--- src/rtl/road_speed_scheduler.sv ---
// ============================================================================
// Module   : road_speed_scheduler
// Purpose  : Per-frame player speed / road scroll controller for Road Fighter.
//            Samples keys and collision events once per video frame. It
//            produces the signed player speed, the scroll offset and the
//            crash-recovery sequencing that all movers share.
// Options  : ROAD_SPEED_TURBO_EN adds a turbo_key input. The turbo key gives
//            a doubled accelerate step and a raised speed ceiling.
// Revision : 1.0 - initial release
// ============================================================================
`default_nettype none

module road_speed_scheduler #(
  parameter int MAX_SPEED    = 400,
  parameter int ACCEL_STEP   = 4,
  parameter int BRAKE_STEP   = 12,
  parameter int DRAG_STEP    = 1,
  parameter int CRASH_RECOIL = 64,
  parameter int SPIN_FRAMES  = 60,
  parameter int FRAC_BITS    = 6
) (
  input  logic               clk,
  input  logic               resetN,
  input  logic               startOfFrame,
  input  logic               game_enable,
  input  logic               accel_key,
  input  logic               brake_key,
  input  logic               crash,
`ifdef ROAD_SPEED_TURBO_EN
  input  logic               turbo_key,
`endif
  output logic signed [10:0] speed,
  output logic        [10:0] road_offset,
  output logic               crash_active,
  output logic               frame_tick
);

  localparam int c_acc_w = 11 + FRAC_BITS;
  localparam int c_cnt_w = (SPIN_FRAMES > 1) ? $clog2(SPIN_FRAMES) : 1;

  localparam logic signed [11:0] c_zero   = '0;
  localparam logic signed [11:0] c_max    = 12'(MAX_SPEED);
  localparam logic signed [11:0] c_accel  = 12'(ACCEL_STEP);
  localparam logic signed [11:0] c_brake  = 12'(BRAKE_STEP);
  localparam logic signed [11:0] c_drag   = 12'(DRAG_STEP);
  localparam logic signed [11:0] c_recoil = 12'(CRASH_RECOIL);
`ifdef ROAD_SPEED_TURBO_EN
  localparam logic signed [11:0] c_tmax   = 12'(MAX_SPEED + MAX_SPEED / 4);
  localparam logic signed [11:0] c_taccel = 12'(2 * ACCEL_STEP);
`endif
  localparam logic [c_cnt_w-1:0] c_spin_init = c_cnt_w'(SPIN_FRAMES - 1);
  localparam logic [c_cnt_w-1:0] c_cnt_one   = c_cnt_w'(1);

  typedef enum logic [1:0] {
    ST_IDLE  = 2'd0,
    ST_DRIVE = 2'd1,
    ST_CRASH = 2'd2
  } state_t;

  state_t                   r_state, w_state_nxt;
  logic signed [10:0]       r_speed, w_speed_nxt;
  logic        [c_cnt_w-1:0] r_cnt, w_cnt_nxt;
  logic        [c_acc_w-1:0] r_acc, w_acc_nxt;
  logic                     r_pend, r_crash_act, r_tick;
  logic signed [11:0]       w_sp12, w_tmp;
  logic                     w_crash;

  assign w_sp12  = {r_speed[10], r_speed};
  // A crash pulse coincident with the frame strobe counts for that frame.
  assign w_crash = r_pend | crash;
  // The added term is the speed after this frame's update; it is zero in IDLE.
  assign w_acc_nxt = r_acc + {{(c_acc_w-11){w_speed_nxt[10]}}, w_speed_nxt};

  // Latch crash events between frames; discard them while already spinning.
  always_ff @(posedge clk or negedge resetN) begin
    if (!resetN) begin
      r_pend <= 1'b0;
    end else if (startOfFrame) begin
      r_pend <= 1'b0;
    end else if (crash && (r_state != ST_CRASH)) begin
      r_pend <= 1'b1;
    end
  end

  // Frame-rate state, speed, spin timer and scroll registers.
  always_ff @(posedge clk or negedge resetN) begin
    if (!resetN) begin
      r_state     <= ST_IDLE;
      r_speed     <= '0;
      r_cnt       <= '0;
      r_acc       <= '0;
      r_crash_act <= 1'b0;
      r_tick      <= 1'b0;
    end else begin
      r_tick <= startOfFrame;
      if (startOfFrame) begin
        r_state     <= w_state_nxt;
        r_speed     <= w_speed_nxt;
        r_cnt       <= w_cnt_nxt;
        r_acc       <= w_acc_nxt;
        r_crash_act <= (w_state_nxt == ST_CRASH);
      end
    end
  end

  // Next-state and next-speed rules evaluated for the coming frame.
  always_comb begin
    w_state_nxt = r_state;
    w_speed_nxt = r_speed;
    w_cnt_nxt   = r_cnt;
    w_tmp       = w_sp12;
    if (!game_enable) begin
      w_state_nxt = ST_IDLE;
      w_speed_nxt = '0;
      w_cnt_nxt   = '0;
    end else begin
      case (r_state)
        ST_IDLE: begin
          w_speed_nxt = '0;
          if (accel_key) begin
            w_tmp = c_accel;
            if (w_tmp > c_max) w_tmp = c_max;
            w_speed_nxt = w_tmp[10:0];
            w_state_nxt = ST_DRIVE;
          end
        end
        ST_DRIVE: begin
          if (w_crash) begin
            w_tmp       = c_zero - c_recoil;
            w_speed_nxt = w_tmp[10:0];
            w_cnt_nxt   = c_spin_init;
            w_state_nxt = ST_CRASH;
          end else begin
            if (brake_key) begin
              w_tmp = w_sp12 - c_brake;
              if (w_tmp < c_zero) w_tmp = c_zero;
`ifdef ROAD_SPEED_TURBO_EN
            end else if (accel_key && turbo_key) begin
              w_tmp = w_sp12 + c_taccel;
              if (w_tmp > c_tmax) w_tmp = c_tmax;
            end else if (w_sp12 > c_max) begin
              // Turbo released: bleed off the excess toward the normal ceiling.
              w_tmp = w_sp12 - c_drag;
              if (w_tmp < c_max) w_tmp = c_max;
`endif
            end else if (accel_key) begin
              w_tmp = w_sp12 + c_accel;
              if (w_tmp > c_max) w_tmp = c_max;
            end else begin
              w_tmp = w_sp12 - c_drag;
              if (w_tmp < c_zero) w_tmp = c_zero;
            end
            w_speed_nxt = w_tmp[10:0];
            if ((w_tmp == c_zero) && !accel_key) w_state_nxt = ST_IDLE;
          end
        end
        ST_CRASH: begin
          if (r_cnt == '0) begin
            w_speed_nxt = '0;
            w_state_nxt = ST_IDLE;
          end else begin
            w_cnt_nxt = r_cnt - c_cnt_one;
            if (w_sp12 < c_zero) begin
              w_tmp = w_sp12 + c_drag;
              if (w_tmp > c_zero) w_tmp = c_zero;
            end else if (w_sp12 > c_zero) begin
              w_tmp = w_sp12 - c_drag;
              if (w_tmp < c_zero) w_tmp = c_zero;
            end
            w_speed_nxt = w_tmp[10:0];
          end
        end
        default: begin
          w_state_nxt = ST_IDLE;
          w_speed_nxt = '0;
          w_cnt_nxt   = '0;
        end
      endcase
    end
  end

  assign speed        = r_speed;
  assign road_offset  = r_acc[c_acc_w-1:FRAC_BITS];
  assign crash_active = r_crash_act;
  assign frame_tick   = r_tick;

endmodule

`default_nettype wire

--- config.mk ---
export PLATFORM = sky130hd
export DESIGN_NAME = road_speed_scheduler
export DESIGN_NICKNAME = d
export VERILOG_FILES = /design/src/rtl/road_speed_scheduler.sv
export SDC_FILE = /design/constraint.sdc
export NUM_CORES = 1
export LEC_CHECK = 0
export ABC_AREA = 1
export BUFFER_PORTS_ARGS = -buffer_cell sky130_fd_sc_hd__buf_2
export CAP_MARGIN = 20
export CORE_MARGIN = 3
export CORE_UTILIZATION = 45
export CTS_CLUSTER_DIAMETER = 50
export DETAILED_ROUTE_END_ITERATION = 16
export PLACE_DENSITY_LB_ADDON = 0.3
export SLEW_MARGIN = 40
export SYNTH_ARGS = -nofsm -noshare
export SYNTH_HDL_FRONTEND = slang
export SYNTH_SLANG_ARGS = --single-unit
--- constraint.sdc ---
create_clock -name clk -period 4.34 [get_ports clk]
set_clock_uncertainty 0.05 [all_clocks]
set_input_delay 0.217 -clock clk [delete_from_list [all_inputs] [get_ports clk]]
set_output_delay 0.217 -clock clk [all_outputs]
set_load 0.03 [all_outputs]
### Yosys cells after proc, flatten, opt, wreduce, memory -nomap -nowiden

Index checks and enable logic that the tools add are counted.

| word-level totals | value |
|---|---|
| flip-flop bits (word level) | 39 |
| input port bits | 7 |
| output and inout bits | 24 |
| logic and storage cells | 63 |

| cells by class | value |
|---|---|
| add/subtract/negate cells | 6 |
| $lt $le $gt $ge | 6 |
| eq/ne operators | 7 |
| multiplexer cells | 28 |
| bitwise gates (word level) | 1 |
| reductions and logical operators | 8 |

Operators with widths:

| cell | number |
|---|---|
| two-way mux 12 bit | 8 |
| two-way mux 11 bit | 6 |
| one-hot mux 11 bit (3 select lines) | 1 |
| < comparator 12 x 1 -> 1 bit, second input constant | 2 |
| two-way mux 6 bit | 3 |
| one-hot mux 6 bit (3 select lines) | 1 |
| adder 17 bit | 1 |
| adder 11 x 2 -> 12 bit, second input constant | 1 |
| adder 11 x 4 -> 12 bit, second input constant | 1 |
| > comparator 12 x 1 -> 1 bit, second input constant | 1 |
| > comparator 12 x 10 -> 1 bit, second input constant | 1 |
| logical NOT 12 bit | 1 |
| subtractor 11 x 2 -> 12 bit, second input constant | 1 |
| subtractor 11 x 5 -> 12 bit, second input constant | 1 |
| > comparator 11 x 1 -> 1 bit, second input constant | 1 |
| < comparator 11 x 1 -> 1 bit, second input constant | 1 |
| two-way mux 2 bit | 5 |
| logical NOT 6 bit | 1 |
| inequality test 3 bit, second input constant | 2 |
| one-hot mux 2 bit (3 select lines) | 1 |
| subtractor 6 x 1 -> 6 bit, second input constant | 1 |
| equality test 2 bit, second input constant | 2 |
| inequality test 2 bit, second input constant | 2 |
| AND reduction 4 bit | 1 |
| other kinds (8) | 10 |

### Depth between registers and ports, before layout

| logic depth | value |
|---|---|
| depth after elaboration | 15 |
| gate-level depth with buffers | 33 |
| gate-level depth less buffers | 32 |

### Worst setup path before layout

No wires, ideal clock.

| timing path | value |
|---|---|
| kind | register to register |
| from | reg r_speed[1] (netlist: speed[1]) |
| to | reg r_acc[11] |
| library setup time | 0.134 ns |
| arrival time | 3.773 ns |
| path slack | 0.384 ns |
| stages on the path, launching flop included | 28 |
| buffers on the path | 1 |
| period minus slack after synthesis | 3.956 ns |
| path through | dfrtp_1 -> ha_1 -> clkbuf_1 -> nand2_1 -> xor2_1 -> inv_1 -> nand4_1 -> nor3_1 -> nand3_1 -> o21a_1 -> o21ai_1 -> nand3_1 -> o21ai_1 -> inv_1 -> nor2_1 -> ha_1 -> a31oi_1 -> nor2_1 -> nor2_1 -> o21bai_1 -> nand2_1 -> nand2_1 -> a21oi_1 -> o21ai_0 -> nand2_1 -> nand2_1 -> nand2_1 -> a31oi_1 |

| on the way | value |
|---|---|
| cells in the longest elaborated chain, start to end | 12 |
| elaborated cells between the ends (all ways) | 26 |

Ends and longest elaborated chain:

| item | line | text |
|---|---|---|
| start: declaration | 61 | `logic signed [10:0] r_speed, w_speed_nxt;` |
| start signal: assignment | 98 | `r_speed <= w_speed_nxt;` |
| subtractor 11 x 2 -> 12 bit or adder 11 x 4 -> 12 bit (tied branches) | 150, 167, 147 |  |
| < comparator 12 x 1 -> 1 bit or > comparator 12 x 10 -> 1 bit (tied branches) | 151, 168, 148 |  |
| two-way mux 12 bit (on tied branches) | 151, 148 |  |
| two-way mux 12 bit | 146 | `end else if (accel_key) begin` |
| two-way mux 12 bit | 134 | `if (brake_key) begin` |
| two-way mux 12 bit | 128 | `if (w_crash) begin` |
| two-way mux 12 bit | 117 | `case (r_state)` |
| two-way mux 12 bit | 112 | `if (!game_enable) begin` |
| two-way mux 11 bit | 128 |  |
| one-hot mux 11 bit (3 select lines) * | 117 |  |
| two-way mux 11 bit * | 112 |  |
| net w_speed_nxt[1] | 61 |  |
| adder 17 bit * | 72 | `assign w_acc_nxt = r_acc + {{(c_acc_w-11){w_speed_nxt[10]}}, w_speed_nxt};` |
| end signal: assignment | 100 | `r_acc <= w_acc_nxt;` |
| end: declaration | 63 | `logic [c_acc_w-1:0] r_acc, w_acc_nxt;` |

Mark *: on every way through the listed nets, which the timed path passes. The rest lies on a longest branch. The select of a mux whose other input is x is not followed.
A chain may end at the register's enable or synchronous reset.

### Final worst setup path

| timing path | value |
|---|---|
| from | reg r_speed[3] (netlist: speed[3]) |
| to | reg r_acc[16] |

Same word-level chain as after synthesis.

==> impl_metrics.tcl <==
set metrics [dict create \
    status "finished clean" \
    clkPwrFrac_pct 17.2 \
    layoutNonFillerInstCount 773 \
    syn_inst 641 \
    dp_hpwl_um 9026 \
    worstHoldEndpoint "r_pend" \
    rr_endpoint "r_acc[16]" \
    port_buffers 30 \
    drc 0 \
    cp_max_fo 8 \
    yosys_register_bits 39 \
    power_density_nw_per_um2 413.8 \
    async_flop_share_pct 100.0 \
    first_pass_iters 5 \
    start_kind "register" \
    slowest_delay_ns 0.41 \
    clock_path_buffers 2 \
    cts.sinks 39 \
    placed_cells 760 \
    synth.top_cell.area_share_pct 23.91 \
    syn_nets 678 \
    ys.flop_type "dfrtp_1" \
    tritoncts "yes" \
    clock_latency_ns 0.30 \
    grt-ovfl-total 0 \
    max_cap_violations 0 \
    hold_class "input pin to register" \
    synth_mux_area_share_pct 0 \
    grt_max_degree 40 \
    slowest_stage "fa_1" \
    yosysUniqueCellTypes 46 \
    cts_htree_levels 2 \
    wl_per_cell_um 15.17 \
    worstPathRequired_ns 4.51 \
    yosysWarnings 0 \
    start_util_pct 46.57 \
    seq_area_frac_synth_pct 23.91 \
    p_leak_uw 0.002336 \
    crit_chain "buf_4 > nand3_4 > nor2_4 > nand3_1 > o21ai_0 > o21a_2 > o21ai_0 > nand3_1 > a21oi_1 > ha_1 > fa_1 > a31oi_1 > inv_1 > nand3_1 > o2111ai_1 > a211oi_1 > a21oi_1 > o21ai_1 > xnor2_1" \
    synth_xor_area_share_pct 4.936 \
    core.rowCount 34 \
    setup-violations-final 0 \
    antenna_cells 0 \
    final_nets 701 \
    synthAdderAreaFrac_pct 9.381 \
    ant_nets 0 \
    area_delta_synth_final_pct 10.85 \
    worst-setup-path-type "register to register" \
    relSlewSlack_pct 59.59 \
    fmax_ghz 0.2502 \
    grt_pass1_wl_um 19130 \
    clkTransAtPathRegs_ns 0.08 \
    ir_drop_v 0.0002606 \
    numCtsBuffers 5 \
    use_met2_pct 37.47 \
    avgViaCountPerCell 5.464 \
    netlist_area_um2 4081 \
    first_global_vias 3955 \
    synth_largest_area_cell "dfrtp_1" \
    grtUsageMet3_pct 1.997 \
    tightest_slew_ns 0.6061 \
    routed_wl_um 11730 \
    core_area_um2 8763 \
    p_comb_share_pct 54.8 \
    synthMostInstantiatedCell "nand2_1" \
    yosys-top-cells-area "dfrtp_1 (24%), nand2_1 (16%), ha_1 (8.9%)" \
    synth_edf_count 0 \
    antenna_found_initial 0 \
    drive_gt1_share_pct 15.19 \
    die_w_um 101.2 \
    holdWs_ns 0.2671 \
    min_period_ns 3.997 \
    synth_common_cells "nand2_1 (178), nor2_1 (67), inv_1 (65)" \
    internal-power_uw 963.0 \
    cpMostUsedCell "nand3_1" \
    cp-end-kind "register" \
    gr-max-usage-layer "met2" \
    drtIter0Drc 230 \
    crit-reg2reg-launch "speed[3]" \
    p_seq_share_pct 28.0 \
    via_count 4224 \
    sw_frac_of_total_pct 48.56 \
    p_switching_uw 909.1 \
    synth_compound_area_share_pct 17.44 \
    root_buffer "clkbuf_8" \
    arrival_ns 4.17 \
    min_period_over_period_pct 92.09 \
    drv_slew 0 \
    gp_congestion 0.9990 \
    grtUsageTotal_pct 23.04 \
    r2r_slack_ns 0.34 \
    reg2regPathDepth 19 \
    min_delay_path_depth 4 \
    grt_util_met1_pct 32.12 \
    min_from "crash" \
    hold_violations 0 \
    synth-simple-area-share_pct 33.08 \
    pin_count 31 \
    syn_avg_cell_area_um2 6.367 \
    die-area_um2 10250 \
    die_h_um 101.2 \
    synth_top_family_by_area "simple AND/OR/NAND/NOR gates" \
]
## worst max-delay path, delay by kind of cell, from the launching register on
| kind | cells | cell delay [ns] |
|---|---|---|
| xor gates and xnor gates | 1 | 0.13 |
| buffers and inverters | 2 | 0.32 |
| adders and majority gates | 2 | 0.64 |
| AOI/OAI and AO/OA | 9 | 1.80 |
| and+or+nand+nor | 5 | 0.58 |
| DFF | 1 | 0.39 |
## what timing repair did
item,in CTS,in global routing
gates resized for setup,0,21
endpoints found under the setup margin,0,7
hold buffers,1,0
setup buffers,0,4
hold endpoints to repair,39,0
## metrics by stage
stage	area [µm²]	util [%]	setup WS, ns	TNS, ns	power [µW]
final	4524	51.63	0.3433	0	1872
after detailed placement	4278	48.82	0.1317	0	1518
after floorplan	4081	-	0.3838	0	1332
after global placement	4275	48.79	0.1710	0	1506
after global routing	4524	51.63	-0.1382	-0.3950	2028
after CTS	4405	50.27	0.1081	0	1849
## placed cells by master, fill, tap and decap left out, types with 10 or more instances in the layout
cell     count
ha_1        27
nor2_1      66
nand2_1    177
dfrtp_1     34
o21ai_0     44
buf_2       29
buf_4       14
xor2_1      21
o21ai_1     10
nor3_1      11
inv_1       65
nand3_1     33
a21oi_1     36
## sequential cells by signal (all words and copies together) (netlist names)
| signal | flops |
|---|---|
| r_state | 2 |
| r_pend | 1 |
| speed | 11 |
| r_cnt | 6 |
| crash_active | 1 |
| frame_tick | 1 |
| r_acc | 17 |
## cells by family after synthesis
group                    after synthesis
AO/OA/AOI/OAI                        125
XOR/XNOR                              23
adder cells (fa/ha/maj)               30
buffers and inverters                106
flip-flops                            39
AND/OR/NAND/NOR                      318
## cell type report
type | instances | area [µm²]
Fill cell | 886 | 4239
Multi-Input combinational cell | 496 | 2713
Sequential cell | 39 | 982.2
Timing Repair Buffer | 46 | 291.5
Clock inverter | 2 | 35.03
Inverter | 76 | 285.3
Clock buffer | 6 | 82.58
Tap cell | 108 | 135.1
## power groups by stage
stage | clock [µW] | combinational [µW] | sequential (µW)
finish | 322 | 1030 | 525
global route | 348 | 1140 | 537
CTS | 333 | 992 | 524
detailed placement | 0 | 986 | 532
global placement | 0 | 977 | 529
floorplan | 0 | 806 | 526
## layer usage
metal  wire [µm]  vias to the layer above
li1            -                     2118
met1        5319                     1944
met2        5496                      140
met3         654                       22
met4         259                        0
met5           0                        -
## worst max-delay path by stage
| stage | from | endpoint | cells past startpoint |
|---|---|---|---|
| 2_1_floorplan | speed[1] | r_acc[11] | 27 |
| 3_3_place_gp | speed[0] | r_acc[11] | 27 |
| 3_5_place_dp | speed[4] | r_acc[11] | 25 |
| 4_1_cts | speed[4] | r_acc[11] | 24 |
| 5_1_grt | speed[1] | r_acc[11] | 28 |
| 6_report | speed[3] | r_acc[16] | 19 |
No activity file was read; power rests on OpenSTA's default activity.
